<file path="src/rtl/vectrex_load_pkg.sv">
// rtl/vectrex_load_pkg.sv - shared state type and widths for the cartridge load sequencer
package vectrex_load_pkg;

  localparam int CART_ADDR_W = 15;
  localparam int HPS_ADDR_W  = 25;
  localparam int CNT_W       = 23;

  typedef enum logic [1:0] {
    IDLE      = 2'd0,
    LOAD      = 2'd1,
    SKIP_WAIT = 2'd2,
    SKIP_RST  = 2'd3
  } state_t;

endpackage

</file>
<file path="src/rtl/cart_load_ctrl_if.sv">
// rtl/cart_load_ctrl_if.sv - HPS download / cart ROM signal bundle between hps_io and cart_load_ctrl
interface cart_load_ctrl_if #(
  parameter int ADDR_W = vectrex_load_pkg::CART_ADDR_W
);

  logic                                    ioctl_download;
  logic                                    ioctl_wr;
  logic [vectrex_load_pkg::HPS_ADDR_W-1:0] ioctl_addr;
  logic [7:0]                              ioctl_dout;
  logic                                    skip_logo;

  logic                                    cart_wr;
  logic [ADDR_W-1:0]                       cart_addr;
  logic [7:0]                              cart_data;
  logic [ADDR_W-1:0]                       cart_mask;
  logic                                    core_reset;
  logic                                    busy;
  logic                                    load_done;
  logic                                    size_err;

  // HPS side: drives the download, observes the cart ROM port
  modport master (
    output ioctl_download, ioctl_wr, ioctl_addr, ioctl_dout, skip_logo,
    input  cart_wr, cart_addr, cart_data, cart_mask, core_reset, busy, load_done, size_err
  );

  // Sequencer side
  modport slave (
    input  ioctl_download, ioctl_wr, ioctl_addr, ioctl_dout, skip_logo,
    output cart_wr, cart_addr, cart_data, cart_mask, core_reset, busy, load_done, size_err
  );

endinterface

</file>
<file path="src/rtl/load_skip_timer.sv">
// rtl/load_skip_timer.sv - down-counter timing the delayed skip-logo reset pulse
module load_skip_timer
  import vectrex_load_pkg::*;
#(
  parameter int SKIP_DELAY = 5000000,
  parameter int SKIP_PULSE = 1000
) (
  input  logic clk,
  input  logic reset,
  input  logic load,
  input  logic clear,
  input  logic dec,
  output logic at_pulse,
  output logic at_zero
);

  logic [CNT_W-1:0] cnt;

  // Load at download end, count down while waiting/pulsing, stop at zero
  always_ff @(posedge clk or posedge reset) begin
    if (reset) begin
      cnt <= '0;
    end else if (clear) begin
      cnt <= '0;
    end else if (load) begin
      cnt <= CNT_W'(SKIP_DELAY - 1);
    end else if (dec && (cnt != '0)) begin
      cnt <= cnt - CNT_W'(1);
    end
  end

  assign at_pulse = (cnt == CNT_W'(SKIP_PULSE));
  assign at_zero  = (cnt == '0);

endmodule

</file>
<file path="src/rtl/cart_load_ctrl.sv">
// rtl/cart_load_ctrl.sv - HPS cart download sequencer for the Vectrex core; SKIP_LOGO_EN builds the skip-logo reset pulse
module cart_load_ctrl
  import vectrex_load_pkg::*;
#(
  parameter int ADDR_W     = CART_ADDR_W,
  parameter int SKIP_DELAY = 5000000,
  parameter int SKIP_PULSE = 1000
) (
  input  logic            clk_sys,
  input  logic            reset,
  cart_load_ctrl_if.slave bus
);

  state_t            state;
  state_t            state_nxt;
  logic              dl_q;
  logic              rise;
  logic              fall;
  logic              wr_in_range;
  logic              cart_wr_q;
  logic [ADDR_W-1:0] cart_addr_q;
  logic [7:0]        cart_data_q;
  logic [ADDR_W-1:0] mask_q;
  logic              size_err_q;
  logic              load_done_q;
  logic              busy_c;
  logic              core_reset_c;

  assign rise        = bus.ioctl_download & ~dl_q;
  assign fall        = ~bus.ioctl_download & dl_q;
  assign wr_in_range = (bus.ioctl_addr[HPS_ADDR_W-1:ADDR_W] == '0);

`ifdef SKIP_LOGO_EN
  logic at_pulse;
  logic at_zero;

  load_skip_timer #(
    .SKIP_DELAY (SKIP_DELAY),
    .SKIP_PULSE (SKIP_PULSE)
  ) u_skip_timer (
    .clk      (clk_sys),
    .reset    (reset),
    .load     ((state == LOAD) && fall && bus.skip_logo),
    .clear    (rise),
    .dec      ((state == SKIP_WAIT) || (state == SKIP_RST)),
    .at_pulse (at_pulse),
    .at_zero  (at_zero)
  );
`else
  logic unused_skip;
  assign unused_skip = ^{bus.skip_logo, SKIP_DELAY, SKIP_PULSE};
`endif

  // State register
  always_ff @(posedge clk_sys or posedge reset) begin
    if (reset) begin
      state <= IDLE;
    end else begin
      state <= state_nxt;
    end
  end

  // Next state: a new download restarts the sequence from any state
  always_comb begin
    state_nxt = state;
    if (rise) begin
      state_nxt = LOAD;
    end else begin
      case (state)
`ifdef SKIP_LOGO_EN
        LOAD:      if (fall) state_nxt = bus.skip_logo ? SKIP_WAIT : IDLE;
        SKIP_WAIT: if (at_pulse) state_nxt = SKIP_RST;
        SKIP_RST:  if (at_zero) state_nxt = IDLE;
`else
        LOAD:      if (fall) state_nxt = IDLE;
`endif
        default:   state_nxt = state;
      endcase
    end
  end

  // Outputs: core_reset follows download with no added latency; reset forces it low
  always_comb begin
    busy_c       = (state != IDLE);
`ifdef SKIP_LOGO_EN
    core_reset_c = ~reset & (bus.ioctl_download | (state == LOAD) | (state == SKIP_RST));
`else
    core_reset_c = ~reset & (bus.ioctl_download | (state == LOAD));
`endif
  end

  // Download edge tracking, cart write path, mask growth and status flags
  always_ff @(posedge clk_sys or posedge reset) begin
    if (reset) begin
      dl_q        <= 1'b0;
      cart_wr_q   <= 1'b0;
      cart_addr_q <= '0;
      cart_data_q <= '0;
      mask_q      <= '0;
      size_err_q  <= 1'b0;
      load_done_q <= 1'b0;
    end else begin
      dl_q        <= bus.ioctl_download;
      cart_wr_q   <= 1'b0;
      load_done_q <= ((state == LOAD) || (state == SKIP_RST)) && (state_nxt == IDLE);
      if (rise) begin
        mask_q     <= '0;
        size_err_q <= 1'b0;
      end else if ((state == LOAD) && bus.ioctl_wr) begin
        if (wr_in_range) begin
          cart_wr_q   <= 1'b1;
          cart_addr_q <= bus.ioctl_addr[ADDR_W-1:0];
          cart_data_q <= bus.ioctl_dout;
          // Grow by one bit per write; sequential loads reach the covering 2^k-1
          if ((bus.ioctl_addr[ADDR_W-1:0] & ~mask_q) != '0) begin
            mask_q <= {mask_q[ADDR_W-2:0], 1'b1};
          end
        end else begin
          size_err_q <= 1'b1;
        end
      end
    end
  end

  assign bus.cart_wr    = cart_wr_q;
  assign bus.cart_addr  = cart_addr_q;
  assign bus.cart_data  = cart_data_q;
  assign bus.cart_mask  = mask_q;
  assign bus.size_err   = size_err_q;
  assign bus.load_done  = load_done_q;
  assign bus.busy       = busy_c;
  assign bus.core_reset = core_reset_c;

endmodule

</file>
<file path="src/flat_wrapper.sv">
// flat-port wrapper written by rule: the top's interface ports become plain ports
module cart_load_ctrl_flat import vectrex_load_pkg::*;
#(
  parameter int ADDR_W     = CART_ADDR_W,
  parameter int SKIP_DELAY = 5000000,
  parameter int SKIP_PULSE = 1000
)
  (clk_sys, reset, bus_ioctl_download, bus_ioctl_wr, bus_ioctl_addr, bus_ioctl_dout, bus_skip_logo, bus_cart_wr, bus_cart_addr, bus_cart_data, bus_cart_mask, bus_core_reset, bus_busy, bus_load_done, bus_size_err);
  cart_load_ctrl_if #(.ADDR_W(ADDR_W)) bus_i ();
  input  logic clk_sys;
  input  logic reset;
  input wire logic [$bits(bus_i.ioctl_download)-1:0] bus_ioctl_download;
  input wire logic [$bits(bus_i.ioctl_wr)-1:0] bus_ioctl_wr;
  input wire logic [$bits(bus_i.ioctl_addr)-1:0] bus_ioctl_addr;
  input wire logic [$bits(bus_i.ioctl_dout)-1:0] bus_ioctl_dout;
  input wire logic [$bits(bus_i.skip_logo)-1:0] bus_skip_logo;
  output wire logic [$bits(bus_i.cart_wr)-1:0] bus_cart_wr;
  output wire logic [$bits(bus_i.cart_addr)-1:0] bus_cart_addr;
  output wire logic [$bits(bus_i.cart_data)-1:0] bus_cart_data;
  output wire logic [$bits(bus_i.cart_mask)-1:0] bus_cart_mask;
  output wire logic [$bits(bus_i.core_reset)-1:0] bus_core_reset;
  output wire logic [$bits(bus_i.busy)-1:0] bus_busy;
  output wire logic [$bits(bus_i.load_done)-1:0] bus_load_done;
  output wire logic [$bits(bus_i.size_err)-1:0] bus_size_err;
  assign bus_i.ioctl_download = bus_ioctl_download;
  assign bus_i.ioctl_wr = bus_ioctl_wr;
  assign bus_i.ioctl_addr = bus_ioctl_addr;
  assign bus_i.ioctl_dout = bus_ioctl_dout;
  assign bus_i.skip_logo = bus_skip_logo;
  assign bus_cart_wr = bus_i.cart_wr;
  assign bus_cart_addr = bus_i.cart_addr;
  assign bus_cart_data = bus_i.cart_data;
  assign bus_cart_mask = bus_i.cart_mask;
  assign bus_core_reset = bus_i.core_reset;
  assign bus_busy = bus_i.busy;
  assign bus_load_done = bus_i.load_done;
  assign bus_size_err = bus_i.size_err;
  cart_load_ctrl #(.ADDR_W(ADDR_W), .SKIP_DELAY(SKIP_DELAY), .SKIP_PULSE(SKIP_PULSE)) u_core (.clk_sys(clk_sys), .reset(reset), .bus(bus_i));
endmodule
</file>
<file path="config.mk">
export PLATFORM = sky130hd
export DESIGN_NAME = cart_load_ctrl_flat
export DESIGN_NICKNAME = d
export VERILOG_FILES = /design/src/rtl/vectrex_load_pkg.sv /design/src/rtl/cart_load_ctrl_if.sv /design/src/rtl/load_skip_timer.sv /design/src/rtl/cart_load_ctrl.sv /design/src/flat_wrapper.sv
export SDC_FILE = /design/constraint.sdc
export NUM_CORES = 1
export LEC_CHECK = 0
export CORE_UTILIZATION = 42
export DETAILED_ROUTE_END_ITERATION = 8
export HOLD_SLACK_MARGIN = 0.15
export MAX_ROUTING_LAYER = met4
export PLACE_DENSITY_LB_ADDON = 0.08
export SLEW_MARGIN = 30
export SYNTH_ARGS = -nofsm -noshare
export SYNTH_HDL_FRONTEND = slang
export SYNTH_SLANG_ARGS = --single-unit
</file>
<file path="constraint.sdc">
create_clock -name clk_sys -period 1.85 [get_ports clk_sys]
set_input_delay 0.185 -clock clk_sys [delete_from_list [all_inputs] [get_ports clk_sys]]
set_output_delay 0.185 -clock clk_sys [all_outputs]
set_load 0.01 [all_outputs]
</file>
==> results.md, run 1 <==
* Mean instance size in the synthesized netlist at 13.0 um^2
* Worst setup SP type: primary input
* ANT nets after route at 0
* Status: complete, no violations
* Final net count at 275
* Final min period at 1.76 ns
* Root buffer cell: clkbuf_8
* Post-synth EDFFs at 0
* Area after DPL at 2810 um^2
* Synth unique cells at 28
* P per Cell Area at 589 nW/um^2
* Share of layout cells above drive strength 1 at 0.206
* Worst hold path class: in -> async
* Clock tree from TritonCTS: done
* Vias at 1439
* M1 WL at 1.92 mm
* Worst-Skew Late Latency at 0.29 ns
* Final max-slew violation count at 0
* CP max FO at 8
* Worst R2R End: u_core.bus.cart_mask[14]$_DFFE_PP0P_
* Top Metal Used: met4
* Max clock buf depth at 2
* Drt wl/cell at 15.2 um
* Final setup violation count at 0
* Slew margin rel. at 0.575
* FF-to-FF Start: u_core.bus.cart_mask[14]$_DFFE_PP0P_
* CTS Buf Count at 5
* RSZ-0062 raised after global routing: false
* Ranking of synthesized cells by area: dfrtp_1 (58%), mux2_2 (14%), mux2i_1 (7.4%)
* Initial antenna violation count at 0
* Design Area, Final at 3000 um^2
* Die W at 69.0 um
* Final period util at 0.951
* Setup TNS at 0 ns
* P_leak at 0.00141 uW
* Hold Fails Final Rpt at 0
* Vias in the first global route at 1394
* Reg2Reg Setup Slack at 0.21 ns
* Peak VDD IR at 0.352 mV
* Max Cap Viol at 0
* Port bufs at 79
* Seq/Total Area, Yosys at 0.585
* Clk pwr share at 0.340
* Number of diodes at 0
* Worst EP required at 2.02 ns
* Most common cell in the synthesized netlist: dfrtp_1
* Placed Instances at 277
* #FFs+latches synth at 44
* Detailed Route Iter0 Violations at 82
* Full die area at 4760 um^2
* Global-route wire length before repair at 6.73 mm
* Cell area after synthesis at 1880 um^2
* Largest area contributor in the netlist: dfrtp_1
* Detailed-route wire length at 4.37 mm
* Worst slew pin tran at 0.637 ns
* Die height at 69.0 um
* Largest net degree at the start of global routing at 28
* Drt pass-1 iters at 4
* Area Growth Syn to Fin at 59.2%
* CTS H-Tree Depth at 2
* Worst setup path category: in -> reg
* Cell Rows at 23
* Initial Util at 0.454
* Syn_nets at 183
* Top cell type's share of synthesized area at 0.585
* Switching Share at 0.214
* Core area at 4140 um^2
* Total GRT Usage at 0.206
* Reg clk slew, reported paths at 0.08 ns
* Ys async rst share at 1.00
* Ports at 81
* CP Data Arrival Time at 1.93 ns
* Int Power at 1390 uW
* Top_reg_cell synth: dfrtp_1
* Clock skew at 0.00784 ns
* Vias per cell at 5.00
* Post-synth top cells: dfrtp_1 (44), mux2_2 (23), nand2_1 (16), mux2i_1 (14), inv_1 (11)
* Worst r2r path cells at 6
* Met2 wire len at 2.11 mm
* Grt total ovfl at 0
* Synth warn at 0
* DP Wirelength at 3.25 mm
* Max Fclk at 0.568 GHz
* GP Congestion at 0.831
* PnR Total Power at 1770 uW
* Reg power frac at 0.555
* DRC at 0
* CP Capture Type: flop
* Sinks on Clock Net at 44
* Met3 wire length at 280 um
* Syn Inst Count at 145
* Combinational power share at 0.105
* Non-filler instance count after layout at 288
* Switching power at 377 uW
-- cell type report --
type / count / area, um^2
clock buffers: 8 / 90.1
fillers: 290 / 1150
inverters: 11 / 41.3
multi-input cells: 85 / 763
flip-flops and latches: 44 / 1100
well taps: 50 / 62.6
repair buffers: 90 / 938
-- worst max path at each step --
| stage | depth (start not counted) | from | endpoint |
|---|---|---|---|
| global route | 4 | u_core.state[1]$_DFF_PP0_ | bus_core_reset |
| global placement | 7 | bus_ioctl_addr[22] | u_core.bus.cart_data[3]$_DFFE_PP0P_ |
| CTS | 8 | bus_ioctl_addr[21] | u_core.bus.cart_addr[11]$_DFFE_PP0P_ |
| detailed placement | 7 | bus_ioctl_addr[22] | u_core.bus.cart_data[6]$_DFFE_PP0P_ |
| floorplan | 6 | bus_ioctl_addr[22] | u_core.bus.cart_addr[10]$_DFFE_PP0P_ |
| finish | 8 | bus_ioctl_addr[21] | u_core.bus.cart_data[6]$_DFFE_PP0P_ |
-- cell families (layout without fill, tap and decap cells) --
logic type | count (synthesis) | in the layout | share of synthesized area
flops | 44 | 44 | 0.585
compound gates | 11 | 11 | 0.0478
buf+inv | 16 | 109 | 0.0439
simple gates | 37 | 37 | 0.112
mux | 37 | 37 | 0.212
-- flip-flops by register name, indices dropped and copies added (netlist names) --
signal / flops
u_core.state: 2
u_core.bus.cart_data: 8
u_core.bus.cart_mask: 15
u_core.bus.cart_wr: 1
u_core.bus.cart_addr: 15
u_core.bus.load_done: 1
u_core.bus.size_err: 1
u_core.dl_q: 1
-- layer usage --
layer  vias to the layer above  GRT usage
met2                        55      0.308
li1                        679          -
met5                         -          -
met4                         0     0.0765
met1                       700      0.267
met3                         5     0.0559
-- per-stage QoR --
step,hold WS [ns],util,setup slack (ns)
4_1_cts,0.232,0.722,0.0224
6_report,0.229,0.723,0.0901
2_1_floorplan,0.216,-,0.0321
3_5_place_dp,0.495,0.677,-0.398
3_3_place_gp,0.474,0.677,-0.368
5_1_grt,0.261,0.723,0.0142
-- power groups by stage --
| stage | Clock, uW | Sequential, uW | Combinational, uW |
|---|---|---|---|
| CTS | 621 | 979 | 187 |
| detailed placement | 0 | 997 | 185 |
| finish | 601 | 979 | 186 |
| global route | 663 | 980 | 200 |
| floorplan | 0 | 1000 | 53.8 |
| global placement | 0 | 997 | 180 |
-- placed cells by master (no fill, tap or decap), drive strengths merged --
master / synthesis / layout
inv: 11 / 11
mux2: 23 / 23
nor3b: 1 / 1
buf: 3 / 11
nand2b: 6 / 6
nand4: 1 / 1
nor2b: 3 / 3
o2111ai: 1 / 1
a21oi: 1 / 1
o22a: 1 / 1
a41o: 1 / 1
a41oi: 1 / 1
or4: 1 / 1
dfrtp: 44 / 44
clkdlybuf4s50: 0 / 75
a221oi: 1 / 1
dlygate4sd2: 0 / 3
o21a: 1 / 1
clkbuf: 2 / 8
o22ai: 3 / 3
nor2: 4 / 4
mux2i: 14 / 14
a31oi: 1 / 1
nand2: 16 / 16
and2: 1 / 1
or2: 1 / 1
clkdlybuf4s15: 0 / 1
nor3: 2 / 2
nor4: 1 / 1
-- critical path: stages --
cell	delay (ns)
dlygate4sd2_1	0.23
or4_4	0.52
nor3_4	0.14
nand4_2	0.15
nor2_4	0.15
buf_6	0.12
buf_12	0.12
mux2_4	0.30
-- repair_timing --
item	4_1_cts	5_1_grt
setup buffers	3	0
setup endpoints to repair	38	16
resized for setup	25	2
hold buffers	0	0
gates cloned	1	0
pin swaps	4	3
Note: power is estimated with default switching activity, not from simulation.
==> run 2: changes to the inputs <==
- CTS_CLUSTER_SIZE: default -> 10
==> results of run 2 <==
The final DEF is identical to that of run 1; final timing and power are the same.
==> run 3: changes to the inputs <==
- CORE_UTILIZATION: 42 -> 43
- CTS_BUF_LIST: default -> sky130_fd_sc_hd__clkbuf_4
- CTS_CLUSTER_SIZE: 10 -> 12
- TNS_END_PERCENT: default -> 100
==> run 3 against run 2 <==
  * Clock-buffer cell count down 3
  * First-iteration DRC count down 63%
  * Final area down 0.29%
  * Sequential share of layout area up 0.066 points
  * Sequential power about the same
  * Hold slack worse by 0.017 ns
  * Critical path depth down 1
  * Flip-flop and latch count unchanged
  * Critical path type unchanged
  * Largest cell class unchanged
==> results.md, run 3 (synthesis results as in run 1) <==
* Grt total ovfl at 0 (unchanged)
* Drt wl/cell at 16.1 um (+5.8%)
* Commonest non-fill, non-tap cell in the layout: clkdlybuf4s50_1
* Drt pass-1 iters at 4 (unchanged)
* Worst EP required at 2.11 ns (+0.09 ns)
* Slowest cell on crit path: or4_4
* M1 WL at 2.02 mm (+5.5%)
* Clock skew at 0.0219 ns (+0.0141 ns)
* Final min period at 1.77 ns (+0.0127 ns)
* Crit path max-delay family: simple AND/OR/NAND/NOR gates
* Slew margin rel. at 0.573 (-0.00272)
* P_leak at 0.00144 uW (+2.1%)
* Total GRT Usage at 0.203 (-0.00283)
* Largest net degree at the start of global routing at 27 (-3.6%)
* Final net count at 279 (+1.5%)
* Global-route wire length before repair at 6.57 mm (-2.5%)
* Area after DPL at 2800 um^2 (-0.36%)
* Final setup violation count at 0 (unchanged)
* Met3 wire length at 294 um (+5.0%)
* Detailed Route Iter0 Violations at 30 (-63%)
* CTS Buf Count at 5 (unchanged)
* Top Metal Used: met4
* Vias per cell at 5.05 (+1.2%)
* GP Congestion at 0.803 (-3.3%)
* Pre-CTS setup slack at -0.412 ns (-0.0148 ns)
* Number of diodes at 0 (unchanged)
* Full die area at 4650 um^2 (-2.3%)
* CP Capture Type: flop
* Fillers at 281 (-3.1%)
* Final max-slew violation count at 0 (unchanged)
* Max Cap Viol at 0 (unchanged)
* Sinks on Clock Net at 44 (unchanged)
* Detailed-route wire length at 4.68 mm (+7.0%)
* Clock tree from TritonCTS: done
* Worst hold path class: in -> async
* Seq. cell area at 1100 um^2 (-0.11%)
* Worst slew pin tran at 0.641 ns (+0.00408 ns)
* Core area at 4120 um^2 (-0.69%)
* Reg clk slew, reported paths at 0.14 ns (+0.06 ns)
* CP Data Arrival Time at 2.03 ns (+0.10 ns)
* Max Fclk at 0.564 GHz (-0.72%)
* DP Wirelength at 3.24 mm (-0.32%)
* Die W at 68.2 um (-1.1%)
* P per Cell Area at 538 nW/um^2 (-8.7%)
* Design Area, Final at 2990 um^2 (-0.29%)
* ANT nets after route at 0 (unchanged)
* Worst-Skew Late Latency at 0.36 ns (+0.07 ns)
* Share of layout cells above drive strength 1 at 0.220 (+0.0140)
* DRC at 0 (unchanged)
* Port bufs at 79 (unchanged)
* CTS Hold Bufs at 0 (unchanged)
* Root buffer cell: clkbuf_4
* Vias at 1471 (+2.2%)
* CTS H-Tree Depth at 2 (unchanged)
* CP max FO at 6 (-2)
* Met2 wire len at 2.28 mm (+7.8%)
* Worst setup SP type: primary input
* Initial Util at 0.458 (+0.00318)
* Vias in the first global route at 1417 (+1.6%)
* Placed Instances at 279 (+0.72%)
* Peak VDD IR at 0.385 mV (+9.2%)
* Hold Fails Final Rpt at 0 (unchanged)
* Die height at 68.2 um (-1.1%)
* Worst setup margin at 0.0774 ns (-0.0127 ns)
* Status: complete, no violations
* Hold WS at 0.213 ns (-0.0166 ns)
* Area Growth Syn to Fin at 58.7%
* Ports at 81 (unchanged)
* Worst setup path category: in -> reg
* Cell Rows at 23 (unchanged)
* Initial antenna violation count at 0 (unchanged)
* Commonest cells after routing, fill and taps aside: clkdlybuf4s50_1 (74), dfrtp_1 (44), nand2_1 (16)
* Final period util at 0.958 (+0.00687)
* Cell Chain, Critical Path: dlymetal6s2s_1 -> or4_4 -> nor3_4 -> nand4_2 -> nor2_4 -> buf_6 -> mux2_2
* Max incr delay on CP at 0.55 ns (+0.03 ns)
* Buffers & Inverters on Critical Path at 2 (-1)
* Multi-input combinational cell area at 754 um^2 (-1.1%)
* RSZ-0062 raised after global routing: false
* Max clock buf depth at 2 (unchanged)
* Non-filler instance count after layout at 291 (+1.0%)
## run 3: cell type report
cell class,instances,area share
repair buffers,94,0.328
well taps,50,0.0209
clock inverters,2,0.00419
flip-flops and latches,44,0.368
multi-input cells,85,0.252
clock buffers,5,0.0126
inverters,11,0.0138
## run 3: worst paths after layout
| kind | startpoint | to | slack (ns) | depth (start not counted) |
|---|---|---|---|---|
| setup / recovery | bus_ioctl_addr[23] | u_core.bus.cart_addr[11]$_DFFE_PP0P_ | 0.08 | 7 |
| hold / removal | reset | u_core.bus.cart_addr[0]$_DFFE_PP0P_ | 0.21 | 2 |
| setup reg to reg | u_core.state[1]$_DFF_PP0_ | u_core.bus.cart_addr[11]$_DFFE_PP0P_ | 0.15 | 5 |
| hold reg to reg | u_core.bus.cart_data[1]$_DFFE_PP0P_ | u_core.bus.cart_data[1]$_DFFE_PP0P_ | 0.52 | 1 |
| max in group asynchronous | reset | u_core.bus.cart_mask[3]$_DFFE_PP0P_ | 1.13 | 3 |
| min in group clk_sys | bus_ioctl_download | u_core.dl_q$_DFF_PP0_ | 0.36 | 1 |
## run 3: per-layer routing
layer | vias to the layer above | GRT usage
met2 | 58 | 0.316
met5 | - | -
met3 | 10 | 0.0633
met4 | 0 | 0.0703
met1 | 708 | 0.249
li1 | 695 | -
## run 3: timing repair
item	in CTS	in global routing
gates cloned	0	3
pin swaps	1	4
resized for setup	4	17
buffers inserted	1	1
setup endpoints to repair	38	36
## run 3: power by group
group / internal (uW) / switching [uW] / leakage (uW) / total [uW]
clock: 139 / 303 / 0.0000271 / 442
sequential: 973 / 6.63 / 0.000608 / 979
combinational: 112 / 74.3 / 0.000801 / 186
total: 1220 / 384 / 0.00144 / 1610
## run 3: stage by stage
step	total power (uW)	utilization	setup TNS, ns
floorplan	1050	-	0
global placement	1180	0.679	-14.28
finish	1610	0.726	0
global route	1680	0.726	0
detailed placement	1180	0.679	-15.02
CTS	1620	0.695	-0.0518
